File: src/rtl/bmp_pixel_stream_if.sv
// rtl/bmp_pixel_stream_if.sv - RAM read port and pixel stream handshake bundle
interface bmp_pixel_stream_if #(
   parameter int ADDR_WIDTH = 16,
   parameter int BYTE_WIDTH = 8
);
   logic                  RAM_valid;
   logic [ADDR_WIDTH-1:0] RAM_addr;
   logic [BYTE_WIDTH-1:0] RAM_Q;
   logic                  pix_valid;
   logic                  pix_ready;
   logic [BYTE_WIDTH-1:0] pix_data;

   modport master (
      output RAM_valid, RAM_addr,
      input  RAM_Q,
      output pix_valid, pix_data,
      input  pix_ready
   );

   modport slave (
      input  RAM_valid, RAM_addr,
      output RAM_Q,
      input  pix_valid, pix_data,
      output pix_ready
   );
endinterface

File: src/rtl/bmp_pixel_stream.sv
// rtl/bmp_pixel_stream.sv - BMP header validation and pixel byte streamer
module bmp_pixel_stream #(
   parameter int ADDR_WIDTH = 16,
   parameter int BYTE_WIDTH = 8,
   parameter int MAX_SIZE   = 65535,
   parameter int HDR_SIZE   = 54
) (
   input  logic                clk,
   input  logic                rst_n,
   input  logic                start,
   bmp_pixel_stream_if.master  bus,
   output logic [31:0]         img_width,
   output logic [31:0]         img_height,
   output logic [31:0]         data_offset,
   output logic                busy,
   output logic                done,
   output logic                hdr_err
);

   localparam int             K_W    = $clog2(HDR_SIZE);
   localparam logic [K_W-1:0] K_LAST = K_W'(HDR_SIZE - 1);

   typedef enum logic [3:0] {
      IDLE, HDR_REQ, HDR_CAP, CHECK, PIX_REQ, PIX_CAP, PIX_OUT, DONE, ERR
   } state_t;

   state_t                state;
   logic [K_W-1:0]        k;
   logic [K_W-1:0]        k_inc;
   logic [31:0]           p;
   logic [31:0]           p_inc;
   logic [31:0]           file_size;
   logic [15:0]           signature;
   logic [15:0]           bpp;
   logic [BYTE_WIDTH-1:0] q;
   logic [7:0]            hb;
   logic                  hdr_bad;

   assign q     = bus.RAM_Q;
   assign hb    = q[7:0];
   assign k_inc = k + K_W'(1);
   assign p_inc = p + 32'd1;
   assign busy  = !(state == IDLE || state == DONE || state == ERR);

   // Header legality rules evaluated from the captured fields; the size cap also rules out address wrap
   always_comb begin
      hdr_bad = (signature != 16'h4D42) ||
                (bpp != 16'd24) ||
                (data_offset < 32'(HDR_SIZE)) ||
                (data_offset >= file_size) ||
                (file_size > 32'(MAX_SIZE));
   end

   // Main sequencer: outputs are registered and set on the transition into the state that owns them
   always_ff @(posedge clk or posedge rst_n) begin
      if (rst_n) begin
         state         <= IDLE;
         k             <= '0;
         p             <= '0;
         file_size     <= '0;
         signature     <= '0;
         bpp           <= '0;
         img_width     <= '0;
         img_height    <= '0;
         data_offset   <= '0;
         done          <= 1'b0;
         hdr_err       <= 1'b0;
         bus.RAM_valid <= 1'b0;
         bus.RAM_addr  <= '0;
         bus.pix_valid <= 1'b0;
         bus.pix_data  <= '0;
      end else begin
         unique case (state)
            IDLE, DONE, ERR: begin
               bus.RAM_valid <= 1'b0;
               bus.pix_valid <= 1'b0;
               if (start) begin
                  k             <= '0;
                  file_size     <= '0;
                  signature     <= '0;
                  bpp           <= '0;
                  img_width     <= '0;
                  img_height    <= '0;
                  data_offset   <= '0;
                  done          <= 1'b0;
                  hdr_err       <= 1'b0;
                  bus.RAM_valid <= 1'b1;
                  bus.RAM_addr  <= '0;
                  state         <= HDR_REQ;
               end
            end
            HDR_REQ: begin
               bus.RAM_valid <= 1'b0;
               state         <= HDR_CAP;
            end
            HDR_CAP: begin
               case (k)
                  K_W'(0):  signature[7:0]    <= hb;
                  K_W'(1):  signature[15:8]   <= hb;
                  K_W'(2):  file_size[7:0]    <= hb;
                  K_W'(3):  file_size[15:8]   <= hb;
                  K_W'(4):  file_size[23:16]  <= hb;
                  K_W'(5):  file_size[31:24]  <= hb;
                  K_W'(10): data_offset[7:0]   <= hb;
                  K_W'(11): data_offset[15:8]  <= hb;
                  K_W'(12): data_offset[23:16] <= hb;
                  K_W'(13): data_offset[31:24] <= hb;
                  K_W'(18): img_width[7:0]    <= hb;
                  K_W'(19): img_width[15:8]   <= hb;
                  K_W'(20): img_width[23:16]  <= hb;
                  K_W'(21): img_width[31:24]  <= hb;
                  K_W'(22): img_height[7:0]   <= hb;
                  K_W'(23): img_height[15:8]  <= hb;
                  K_W'(24): img_height[23:16] <= hb;
                  K_W'(25): img_height[31:24] <= hb;
                  K_W'(28): bpp[7:0]          <= hb;
                  K_W'(29): bpp[15:8]         <= hb;
                  default: ;
               endcase
               if (k == K_LAST) begin
                  state <= CHECK;
               end else begin
                  k             <= k_inc;
                  bus.RAM_valid <= 1'b1;
                  bus.RAM_addr  <= ADDR_WIDTH'(k_inc);
                  state         <= HDR_REQ;
               end
            end
            CHECK: begin
               if (hdr_bad) begin
                  hdr_err <= 1'b1;
                  state   <= ERR;
               end else begin
                  p             <= data_offset;
                  bus.RAM_valid <= 1'b1;
                  bus.RAM_addr  <= data_offset[ADDR_WIDTH-1:0];
                  state         <= PIX_REQ;
               end
            end
            PIX_REQ: begin
               bus.RAM_valid <= 1'b0;
               state         <= PIX_CAP;
            end
            PIX_CAP: begin
               bus.pix_data  <= q;
               bus.pix_valid <= 1'b1;
               state         <= PIX_OUT;
            end
            PIX_OUT: begin
               if (bus.pix_ready) begin
                  bus.pix_valid <= 1'b0;
                  if (p == file_size - 32'd1) begin
                     done  <= 1'b1;
                     state <= DONE;
                  end else begin
                     p             <= p_inc;
                     bus.RAM_valid <= 1'b1;
                     bus.RAM_addr  <= p_inc[ADDR_WIDTH-1:0];
                     state         <= PIX_REQ;
                  end
               end
            end
            default: state <= IDLE;
         endcase
      end
   end

endmodule

File: src/flat_wrapper.sv
// flat-port wrapper written by rule: the top's interface ports become plain ports
module bmp_pixel_stream_flat 
#(
   parameter int ADDR_WIDTH = 16,
   parameter int BYTE_WIDTH = 8,
   parameter int MAX_SIZE   = 65535,
   parameter int HDR_SIZE   = 54
)
  (clk, rst_n, start, img_width, img_height, data_offset, busy, done, hdr_err, bus_RAM_valid, bus_RAM_addr, bus_RAM_Q, bus_pix_valid, bus_pix_data, bus_pix_ready);
  bmp_pixel_stream_if #(.ADDR_WIDTH(ADDR_WIDTH), .BYTE_WIDTH(BYTE_WIDTH)) bus_i ();
  input  logic clk;
  input  logic rst_n;
  input  logic start;
  output logic [31:0] img_width;
  output logic [31:0] img_height;
  output logic [31:0] data_offset;
  output logic busy;
  output logic done;
  output logic hdr_err;
  output wire logic [$bits(bus_i.RAM_valid)-1:0] bus_RAM_valid;
  output wire logic [$bits(bus_i.RAM_addr)-1:0] bus_RAM_addr;
  input wire logic [$bits(bus_i.RAM_Q)-1:0] bus_RAM_Q;
  output wire logic [$bits(bus_i.pix_valid)-1:0] bus_pix_valid;
  output wire logic [$bits(bus_i.pix_data)-1:0] bus_pix_data;
  input wire logic [$bits(bus_i.pix_ready)-1:0] bus_pix_ready;
  assign bus_RAM_valid = bus_i.RAM_valid;
  assign bus_RAM_addr = bus_i.RAM_addr;
  assign bus_i.RAM_Q = bus_RAM_Q;
  assign bus_pix_valid = bus_i.pix_valid;
  assign bus_pix_data = bus_i.pix_data;
  assign bus_i.pix_ready = bus_pix_ready;
  bmp_pixel_stream #(.ADDR_WIDTH(ADDR_WIDTH), .BYTE_WIDTH(BYTE_WIDTH), .MAX_SIZE(MAX_SIZE), .HDR_SIZE(HDR_SIZE)) u_core (.clk(clk), .rst_n(rst_n), .start(start), .bus(bus_i), .img_width(img_width), .img_height(img_height), .data_offset(data_offset), .busy(busy), .done(done), .hdr_err(hdr_err));
endmodule
File: config.mk
export PLATFORM = sky130hd
export DESIGN_NAME = bmp_pixel_stream_flat
export DESIGN_NICKNAME = d
export VERILOG_FILES = /design/src/rtl/bmp_pixel_stream_if.sv /design/src/rtl/bmp_pixel_stream.sv /design/src/flat_wrapper.sv
export SDC_FILE = /design/constraint.sdc
export NUM_CORES = 1
export LEC_CHECK = 0
export BUFFER_PORTS_ARGS = -buffer_cell sky130_fd_sc_hd__buf_2
export CAP_MARGIN = 15
export CELL_PAD_IN_SITES_DETAIL_PLACEMENT = 0
export CELL_PAD_IN_SITES_GLOBAL_PLACEMENT = 2
export CORE_MARGIN = 8
export CORE_UTILIZATION = 42
export DETAILED_ROUTE_END_ITERATION = 12
export PLACE_DENSITY_LB_ADDON = 0.15
export SYNTH_ARGS = -nofsm -noshare
export SYNTH_HDL_FRONTEND = slang
export SYNTH_SLANG_ARGS = --single-unit
File: constraint.sdc
create_clock -name clk -period 19.7 [get_ports clk]
set_input_delay 0.985 -clock clk [delete_from_list [all_inputs] [get_ports clk]]
set_output_delay 0.985 -clock clk [all_outputs]
set_load 0.02 [all_outputs]
==> flow_summary.yaml <==
clocking:
  cts_tree: "done"
  path_clk_slew_ns: 0.06
  clock_sinks: 230
  post_cts_buffers: 0
  root_buffer: "clkbuf_16"
  clk_latency_ns: 0.56
  cts_hold_buf: 0
  cts_made_buffers: 27
  htreeDepth: 1
  cts.path.max_buffers: 3
  post_cts_resized: 0
power_and_ir_drop:
  sw_frac_of_total_pct: 48.4
  p_clk_share_pct: 15.5
  pwr-share-comb_pct: 55.6
  power_switching_mw: 1.53
  cellLeakagePower_nw: 6.90
  finalPower_mw: 3.16
  pwr-share-seq_pct: 28.8
  ir_drop_v: 0.0000993
  power_density_nw_per_um2: 216
  p_int_mw: 1.63
sta:
  skew_ns: 0.0245
  period_minus_slack_ns: 4.31
  hold_ws_ns: 0.473
  setup_viol: 0
  final-max-slew-violation-count: 0
  max_slew.worst_pin.slew_ns: 1.17
  finalSetupTns_ns: 0
  fmax_mhz: 232
  timing.final.crit_share_pct: 21.9
  worst_slack_ns: 15.39
  rsz0062_at_grt: "false"
  hold_viol: 0
  max_slew_margin_pct: 21.7
global_routing:
  antenna_found_initial: 1
  grt-ovfl-total: 0
  grt_max_degree: 98
  grt_usage_pct: 22.9
  grt_first_pass_wirelength_mm: 64.9
  grt_pass1_vias: 10500
floorplan:
  std_cell_rows: 63
  coreArea_um2: 29700
  fp.dieH_um: 190
  initial_core_util_pct: 42.8
  io_pins: 137
  fp.dieW_um: 190
  fp.dieArea_um2: 36100
run:
  cap_violations: 0
drt:
  routed_wl_mm: 41.8
  drcViolationCount: 0
  wl_per_cell_um: 23.8
  vias: 10200
  drt_iter0_drc: 692
  antenna_left: 0
  dr.pass1.iters: 5
  viasPerCell: 5.84
synthesis:
  synth.net_count: 1284
  synth_seq_cells: 230
  synth_cell_types: 86
  yosys-top-cells-area: "dfrtp_1 (45%), mux2_2 (13%), ha_1 (3.7%)"
  ys_seq_area_share_pct: 45.3
  avgSynthCellArea_um2: 10.3
  synth-edff-count: 0
  synth_top_area_cell: "dfrtp_1"
  netlist_area_um2: 12700
  synth-main-ff-cell: "dfrtp_1"
  synth.top_cell.area_share_pct: 45.3
  ys_async_sr_fraction_pct: 100
  synthCells: 1234
  ys.warnings.count: 0
min_path:
  hold_path.class: "register to register"
finish:
  layout.nets: 1397
  area_delta_synth_final_pct: 14.9
  diodes: 0
  layout-drive-gt1-share_pct: 27.4
status:
  outcome: "finished clean"
setup_path:
  cp_data_arrival_time_ns: 4.75
  end_kind: "register"
  crit_fanout: 18
  path_class: "register to register"
  cp-start-kind: "register"
  worst-endpoint-required_ns: 20.14
place:
  gp_congestion: 0.883
  io_buffers: 136
  dp_hpwl_mm: 28.9
  dp_slack_ns: 15.48
state kept, by name, indices dropped and copies added, names as in the netlist:
name and flops:
u_core.bpp 16, u_core.bus.RAM_addr 16, u_core.bus.RAM_valid 1, u_core.bus.pix_data 8
u_core.bus.pix_valid 1, u_core.data_offset 32, u_core.done 1, u_core.file_size 32
u_core.hdr_err 1, u_core.img_height 32, u_core.img_width 32, u_core.k 6
u_core.p 32, u_core.signature 16, u_core.state 4
final timing paths:
check / startpoint / end / slack [ns] / depth (start not counted)
min in group asynchronous: rst_n / u_core.img_height[9] / 0.53 / 2
max in group asynchronous: rst_n / u_core.bus.pix_data[3] / 17.74 / 3
max: u_core.file_size[0] / u_core.p[14] / 15.39 / 11
min: u_core.bus.RAM_valid / u_core.bus.RAM_valid / 0.47 / 1
min reg2reg: u_core.bus.RAM_valid / u_core.bus.RAM_valid / 0.47 / 1
max reg2reg: u_core.file_size[0] / u_core.p[14] / 15.39 / 11
layer usage:
layer / wire length [µm] / global-route usage [%] / vias to the layer above
met3: 2830 / 5.53 / 74
met1: 18600 / 30.8 / 5169
met2: 19000 / 36.1 / 286
met4: 1300 / 7.28 / 0
li1: - / - / 4719
met5: 0 / 0 / -
per-stage QoR:
stage               area [µm²]  instances  utilization, %
floorplan                12700       1234               -
global route             14600       1755            49.2
detailed placement       13800       1707            46.3
CTS                      14600       1754            49.1
global placement         13800       1707            46.3
finish                   14600       1755            49.2
power groups by stage:
stage	clock (mW)	combinational, mW	sequential (mW)
6_report	0.490	1.76	0.912
5_1_grt	0.519	1.91	0.943
4_1_cts	0.500	1.76	0.909
3_5_place_dp	0	1.75	0.913
3_3_place_gp	0	1.75	0.908
2_1_floorplan	0	1.16	0.936
cell type report:
class                   count  area [µm²]
flip-flops and latches    230        5760
multi-input cells         866        6440
repair buffers            154         816
clock buffers              37         753
well taps                 390         488
inverters                  68         263
clock inverters            10        97.6
fillers                  2776       15100
cell usage in the layout (no fill, tap or decap), drive strengths merged, types with 24 or more instances in the layout:
cell,instances
mux2,152
nand2,110
xor2,27
dfrtp,230
a21oi,41
inv,68
nand3,48
o21ai,89
nor2,54
clkbuf,37
buf,154
nor4,27
ha,38
nand4,31
xnor2,24
cell usage after synthesis, types with 6 or more instances:
cell type	count
nand3_1	47
nand2_1	109
clkbuf_1	58
o211ai_1	8
a32o_1	6
o41ai_1	6
or3_1	8
mux2_2	144
nor4_1	20
nand4_1	30
o2bb2ai_1	9
o31ai_1	9
and2_1	13
o22ai_1	11
nor3_1	20
and3_1	9
a22o_1	8
ha_1	38
a32oi_1	8
dfrtp_1	230
a21o_1	8
xor2_1	27
mux2_1	8
a21oi_1	40
mux2i_1	11
nor2b_1	7
or4_1	6
nor2_1	54
nor4b_1	6
xnor2_1	24
inv_1	67
o21ai_0	87
critical path, stage by stage (launching register included):
cell,delay [ns]
dfrtp_1,0.47
inv_1,0.12
ha_1,0.29
nor3b_4,0.46
nand3_4,0.21
or4_1,0.54
a22oi_2,0.22
nand3_1,0.14
nor4_4,0.29
a21oi_2,0.29
o21ai_2,0.75
mux2_2,0.41
cell families (layout without fill, tap and decap cells):
group	after synthesis	after routing	share of synthesized area, %
simple gates	365	365	15.7
compound gates	249	249	13.0
flops	230	230	45.3
mux	163	163	14.3
buf+inv	138	269	4.38
xor+xnor	51	51	3.51
fa+ha+maj	38	38	3.74
No activity file was read; power rests on OpenSTA's default activity.
